<file path="config.mk">
export PLATFORM = sky130hd
export DESIGN_NAME = fetch_pc_ctrl
export DESIGN_NICKNAME = d
export VERILOG_FILES = /design/src/rtl/fetch_pc_ctrl.sv
export SDC_FILE = /design/constraint.sdc
export NUM_CORES = 1
export LEC_CHECK = 0
export CAP_MARGIN = 5
export CORE_ASPECT_RATIO = 0.5
export CORE_MARGIN = 2
export CORE_UTILIZATION = 30
export DETAILED_ROUTE_END_ITERATION = 7
export PLACE_DENSITY = 0.69
export SETUP_SLACK_MARGIN = 0.2
export SYNTH_ARGS = -nofsm -noshare
export SYNTH_HDL_FRONTEND = slang
export SYNTH_SLANG_ARGS = --single-unit
</file>
<file path="constraint.sdc">
create_clock -name clk -period 2.9 [get_ports clk]
set_input_delay 0.435 -clock clk [delete_from_list [all_inputs] [get_ports clk]]
set_output_delay 0.435 -clock clk [all_outputs]
set_load 0.02 [all_outputs]
</file>
<file path="src/rtl/fetch_pc_ctrl.sv">
// Fetch PC controller: sequential fetch with a valid/ready handshake to instruction memory,
// taken-branch redirects with a fixed-length pipeline flush, and a misaligned-target error pulse.
module fetch_pc_ctrl #(
    parameter logic [31:0] RESET_PC     = 32'h0000_0000,
    parameter int          FLUSH_CYCLES = 2
) (
    input  logic        clk,
    input  logic        rst_n,
    input  logic [31:0] inst,
    input  logic        branch_valid,
    input  logic        branch_taken,
    input  logic [31:0] branch_target,
    input  logic        stall,
    input  logic        imem_ready,
    output logic        imem_req,
    output logic [31:0] imem_addr,
    output logic [31:0] pc,
    output logic        fetch_valid,
    output logic [31:0] fetch_pc,
    output logic        flush,
    output logic        misalign_err,
    output logic [15:0] redirect_cnt
);

    localparam logic [0:0] ST_FETCH   = 1'b0;
    localparam logic [0:0] ST_FLUSH   = 1'b1;
    localparam logic [6:0] OPC_BRANCH = 7'b1100011;
    localparam logic [2:0] FLUSH_LOAD = 3'(FLUSH_CYCLES - 1);

    logic [0:0]  r_state;
    logic [2:0]  r_flush_cnt;
    logic [31:0] r_pc;
    logic [31:0] r_fetch_pc;
    logic        r_fetch_valid;
    logic        r_misalign;
    logic [15:0] r_redirect_cnt;
    logic        r_req_en;
    logic        r_pending;

    logic w_branch_hit;
    logic w_redirect;
    logic w_misalign;
    logic w_req;
    logic w_accept;
    logic w_unused;

    assign w_unused     = &{1'b0, inst[31:7]};
    assign w_branch_hit = branch_valid && (inst[6:0] == OPC_BRANCH) && branch_taken;
    assign w_redirect   = w_branch_hit && (branch_target[1:0] == 2'b00);
    assign w_misalign   = w_branch_hit && (branch_target[1:0] != 2'b00);

    // A request already presented but not yet accepted stays up even if stall rises.
    assign w_req    = r_req_en && (r_state == ST_FETCH) && (!stall || r_pending);
    assign w_accept = w_req && imem_ready;

    always_ff @(posedge clk or negedge rst_n) begin
        if (!rst_n) begin
            r_state        <= ST_FETCH;
            r_flush_cnt    <= 3'd0;
            r_pc           <= RESET_PC;
            r_fetch_pc     <= 32'h0000_0000;
            r_fetch_valid  <= 1'b0;
            r_misalign     <= 1'b0;
            r_redirect_cnt <= 16'h0000;
            r_req_en       <= 1'b0;
            r_pending      <= 1'b0;
        end else begin
            r_req_en      <= 1'b1;
            r_misalign    <= w_misalign;
            r_fetch_valid <= w_accept && !w_redirect;
            if (w_redirect) begin
                // Redirect wins over stall and any same-cycle handshake.
                r_pc        <= branch_target;
                r_state     <= ST_FLUSH;
                r_flush_cnt <= FLUSH_LOAD;
                r_pending   <= 1'b0;
                if (r_redirect_cnt != 16'hFFFF) begin
                    r_redirect_cnt <= r_redirect_cnt + 16'd1;
                end
            end else begin
                if (w_accept) begin
                    r_pc       <= r_pc + 32'd4;
                    r_fetch_pc <= r_pc;
                end
                r_pending <= w_req && !imem_ready;
                if (r_state == ST_FLUSH) begin
                    if (r_flush_cnt == 3'd0) begin
                        r_state <= ST_FETCH;
                    end else begin
                        r_flush_cnt <= r_flush_cnt - 3'd1;
                    end
                end
            end
        end
    end

    assign imem_req     = w_req;
    assign imem_addr    = r_pc;
    assign pc           = r_pc;
    assign fetch_valid  = r_fetch_valid;
    assign fetch_pc     = r_fetch_pc;
    assign flush        = (r_state == ST_FLUSH);
    assign misalign_err = r_misalign;
    assign redirect_cnt = r_redirect_cnt;

endmodule
</file>
==> results_dict.tcl, run 1 <==
set metrics [dict create \
    slew_headroom_pct 57.0 \
    crit_path_end_kind "primary output" \
    die_w_um 175 \
    cts_setup_buffers 0 \
    grtUsageMet2_pct 26.0 \
    synth_nets 486 \
    grt_pass1_wl_mm 17.5 \
    io_buffers 160 \
    gp_congestion 0.753 \
    viasPerCell 4.60 \
    seq_area_frac_synth_pct 50.1 \
    synth.area.top_cells "dfrtp_1 (50%), mux2_2 (8.7%), buf_4 (5.5%)" \
    grt_pass1_vias 3376 \
    worst-path-max-fanout 5 \
    antenna_found_initial 0 \
    cts_made_buffers 9 \
    start_util_pct 30.5 \
    syn_to_final_growth_pct 45.2 \
    synth_cell_types 42 \
    setup_ws_ps 504 \
    htreeDepth 3 \
    cts_buffer_depth 2 \
    path_cells "clkdlybuf4s50_1 > nor2b_1 > nor2_1 > clkdlybuf4s50_1" \
    synth_top_area_cell "dfrtp_1" \
    critPathArrivalTime_ps 1960 \
    worstMarginPinSlew_ps 645 \
    coreArea_um2 14400 \
    post-route-min-period_ps 2400 \
    ys.flop_type "dfrtp_1" \
    die_height_um 89.6 \
    crit_family "buffers and inverters" \
    gr-total-overflow 0 \
    synth.most_common_cell "dfrtp_1" \
    cts_resized 0 \
    min_period_over_period_pct 82.6 \
    dp_slack_ps 237 \
    gr-usage-met3_pct 2.86 \
    cp-start-kind "input pin" \
    crit_path_max_incr_delay_ps 570 \
    drt-pass1-iter-count 4 \
    status "finished, final reports clean" \
    cts_hold_buffers 0 \
    drc_errors 0 \
    rsz0062_at_grt "no" \
    setup_viol 0 \
    yosys-top-cells-count "dfrtp_1 (88), nand2_1 (45), mux2_2 (34)" \
    met1_usage_pct 17.5 \
    io_pins 186 \
    diodes 0 \
    finalPower_mw 3.44 \
    synth_area_um2 4400 \
    dieArea_um2 15700 \
    clkTransAtPathRegs_ps 60 \
    hold_path.class "in2async" \
    synth-edff-count 0 \
    critical_path_buf_inv_count 2 \
    busiest_layer "met2" \
    yosys_warnings 0 \
    avgSynthCellArea_um2 10.7 \
    grt_max_degree 49 \
    worst_path_max_delay_cell "clkdlybuf4s50_1" \
    synthCells 412 \
    final_nets 623 \
    yosys_register_bits 88 \
    required_ps 2470 \
    dpl.hpwl_mm 8.24 \
    async_reset_ff_share_pct 100 \
    cts_sinks 88 \
    clock-root-buffer "clkbuf_16" \
    vias 3459 \
    ant_nets 0 \
    leakagePower_nw 2.62 \
    grt_usage_pct 14.2 \
    cap_violations 0 \
    path_common_cell "clkdlybuf4s50_1" \
    whs_ps 106 \
    crit_type "in2out" \
    avgRoutedWirePerCell_um 14.8 \
    worst_ir_drop_vdd_mv 0.287 \
    synth_top_area_share_pct 50.1 \
    fmax_mhz 417 \
    tns_ps 0 \
    drive_gt1_share_pct 13.5 \
    cts_tree "done" \
    power.density_nw_per_um2 539 \
    final_hold_viol_count 0 \
    slew_violations 0 \
    wl_mm 11.1 \
    skew_ps 7.07 \
    clock_latency_ps 340 \
    rows 31 \
    drtIter0Drc 70 \
]
[final cells by class]
class,count,area (µm²)
Clock buffer,11,243
Clock inverter,5,56.3
Fill cell,1359,8010
Inverter,4,15.0
Multi-Input combinational cell,274,1890
Sequential cell,88,2200
Tap cell,198,248
Timing Repair Buffer,172,1730
[power breakdown]
part           switching, mW  internal [mW]  leakage, nW
registers              0.116           1.35         1.17
logic                  0.382          0.420         1.31
clock network          0.483          0.690        0.145
[metal layers]
layer	vias up	wire length (µm)
met2	58	5810
met4	0	124
met5	-	0
met3	10	340
met1	1717	4870
li1	1674	-
[kinds of logic after synthesis]
logic type	Yosys count	synth area share (%)
AO/OA/AOI/OAI	31	3.70
buffers and inverters	50	7.14
adder cells (fa/ha/maj)	4	1.14
XOR/XNOR	42	8.37
other	1	0.0853
multiplexers	36	9.17
flip-flops	88	50.1
AND/OR/NAND/NOR	160	20.3
[worst register-to-register path, delay by kind of cell (launching register included)]
family | cells | cell delay, ps
multiplexers | 1 | 370
flip-flops | 1 | 410
AND/OR/NAND/NOR | 3 | 1030
buffers and inverters | 1 | 260
[flip-flops by register name (all words and copies together), names as in the netlist]
signal        flops
fetch_pc         32
imem_addr        32
redirect_cnt     16
r_flush_cnt       3
fetch_valid       1
flush             1
misalign_err      1
r_pending         1
r_req_en          1
[cell usage in the layout (no fill, tap or decap), types with 10 or more instances in the layout]
| cell | n |
|---|---|
| clkdlybuf4s50_1 | 159 |
| dfrtp_1 | 88 |
| nand2_1 | 45 |
| mux2_2 | 34 |
| nor2_1 | 25 |
| xnor2_1 | 22 |
| nand4_1 | 20 |
| xor2_1 | 20 |
| o21ai_0 | 16 |
| nand3_1 | 16 |
| a21oi_1 | 10 |
| buf_4 | 10 |
[per-stage QoR]
step / util, % / cell area [µm²] / std cells
global placement: 42.3 / 6080 / 736
finish: 44.4 / 6380 / 752
detailed placement: 42.3 / 6080 / 736
CTS: 44.4 / 6380 / 752
global route: 44.4 / 6380 / 752
floorplan: - / 4400 / 412
[path summary, 6_finish.rpt]
check | to | from | slack [ps] | depth (start not counted)
max in group asynchronous | r_flush_cnt[1] | rst_n | 2110 | 2
hold reg to reg | fetch_pc[26] | fetch_pc[26] | 500 | 1
min in group clk | fetch_pc[26] | fetch_pc[26] | 500 | 1
setup reg to reg | fetch_pc[1] | flush | 730 | 5
hold / removal | imem_addr[9] | rst_n | 110 | 1
setup / recovery | imem_req | stall | 500 | 4
Note: power is estimated with default switching activity, not from simulation.
==> run 2, diff against run 1 <==
Settings changed: PLACE_DENSITY 0.69 to 0.71.
Clock period 2.9 ns to 1.9 ns, I/O delays scaled along.
==> results_dict.tcl, run 2 (synthesis results as in run 1) <==
set metrics [dict create \
    clock_latency_ps 350 \
    setup_ws_ps 25.4 \
    drive_gt1_share_pct 30.5 \
    grt_usage_pct 16.9 \
    coreArea_um2 14400 \
    cts_made_buffers 9 \
    slew_headroom_pct 66.5 \
    tns_ps 0 \
    die_w_um 175 \
    syn_to_final_growth_pct 67.8 \
    rsz0062_at_grt "yes" \
    cts_buffer_depth 2 \
    finalPower_mw 5.51 \
    final_cell_mix "clkdlybuf4s50_1 (77), dlygate4sd2_1 (72), dfrtp_1 (69)" \
    io_buffers 160 \
    setup_viol 0 \
    io_pins 186 \
    drt-pass1-iter-count 4 \
    hold_path.class "in2async" \
    worstMarginPinSlew_ps 502 \
    drc_errors 0 \
    r2r_end "imem_addr[28]" \
    power.density_nw_per_um2 747 \
    grt_pass1_wl_mm 20.5 \
    slew_violations 0 \
    skew_ps 9.81 \
    diodes 0 \
    fmax_mhz 533 \
    ant_nets 0 \
    antenna_found_initial 0 \
    dpl.hpwl_mm 9.22 \
    gr-total-overflow 0 \
    leakagePower_nw 3.59 \
    cap_violations 0 \
    grt_max_degree 41 \
    cts_sinks 88 \
    final_nets 689 \
    worstSetupEndpoint "imem_addr[28]" \
    stdcell_count 818 \
    dpl.cell_count 777 \
    wl_mm 13.3 \
    cp-start-kind "flop" \
    clock-root-buffer "clkbuf_16" \
    final_util_pct 51.3 \
    critPathArrivalTime_ps 2150 \
    drtIter0Drc 168 \
    vias 3821 \
    dieArea_um2 15700 \
    clkTransAtPathRegs_ps 60 \
    viasPerCell 4.67 \
    final_hold_viol_count 0 \
    dp_slack_ps -335 \
    min_period_over_period_pct 98.7 \
    worst_ir_drop_vdd_mv 0.492 \
    start_util_pct 30.5 \
    gp_congestion 0.793 \
    rows 31 \
    worst-path-max-fanout 4 \
    crit_type "reg2reg" \
    r2r-start "flush" \
    crit_path_end_kind "flop" \
    crit_path_start "flush" \
    required_ps 2180 \
    die_height_um 89.6 \
    avgRoutedWirePerCell_um 16.2 \
    cts_tree "done" \
    final_common_cell "clkdlybuf4s50_1" \
    r2r_cells 7 \
    post-route-min-period_ps 1870 \
    htreeDepth 3 \
    status "finished, final reports clean" \
    r2r_setup_slack_ps 30 \
    grt_pass1_vias 3727 \
]
-- run 2: changes by cell type in the layout (fill, tap and decap cells not counted), moves of 9 or more --
cell / change
buf_4: +49
clkdlybuf4s50_1: -82
dfrtp_1: -19
dfrtp_2: +19
dlygate4sd2_1: +72
dlymetal6s2s_1: +9
mux2_2: -33
mux2_4: +33
o21ai_0: -14
o21ai_1: +14
-- run 2: cell type report --
type / count / area [µm²]
well taps: 198 / 248
fillers: 1237 / 7010
clock inverters: 7 / 80.1
clock buffers: 9 / 225
multi-input cells: 274 / 2280
inverters: 4 / 15.0
flip-flops and latches: 88 / 2230
repair buffers: 238 / 2300
-- run 2: metrics by stage --
| step | hold WS, ps | cell area, µm² |
|---|---|---|
| after floorplan | -10.6 | 4630 |
| after global placement | 228 | 6590 |
| after detailed placement | 234 | 6590 |
| after CTS | 407 | 7200 |
| after global routing | 403 | 7380 |
| final | 401 | 7380 |
-- run 2: power by group --
part,internal (mW),switching [mW]
registers,2.07,0.128
logic,0.755,0.739
clock network,1.03,0.790
total,3.85,1.66
-- run 2: worst min path at each step --
stage	slack (ps)	cells after the start	endpoint
after floorplan	-10	0	fetch_pc[0]
after global placement	230	1	fetch_pc[0]
after detailed placement	230	1	fetch_pc[0]
after CTS	410	2	r_flush_cnt[1]
after global routing	400	4	misalign_err
final	400	2	fetch_pc[0]
-- run 2: repair_timing --
| item | 4_1_cts | 5_1_grt |
|---|---|---|
| hold endpoints to repair | 26 | 0 |
| gates resized for setup | 121 | 34 |
| buffers inserted | 15 | 6 |
| cloned | 3 | 0 |
| setup endpoints to repair | 136 | 83 |
| pin swaps | 25 | 30 |
| hold buffers | 1 | 0 |
-- run 2: worst max-delay path: stages, from the launching register on --
cell and delay [ps]:
dfrtp_2 400, nand2b_4 140, buf_4 150, nor4_4 250, buf_4 180, nand4_1 150, or4_1 440, nand3_1 100
-- run 2: layer usage --
metal	vias to the layer above	part of all wire, %	track usage [%]
li1	1812	-	-
met1	1907	43	21.5
met2	82	52	29.5
met3	20	3.6	3.66
met4	0	1.8	5.38
met5	-	0	0
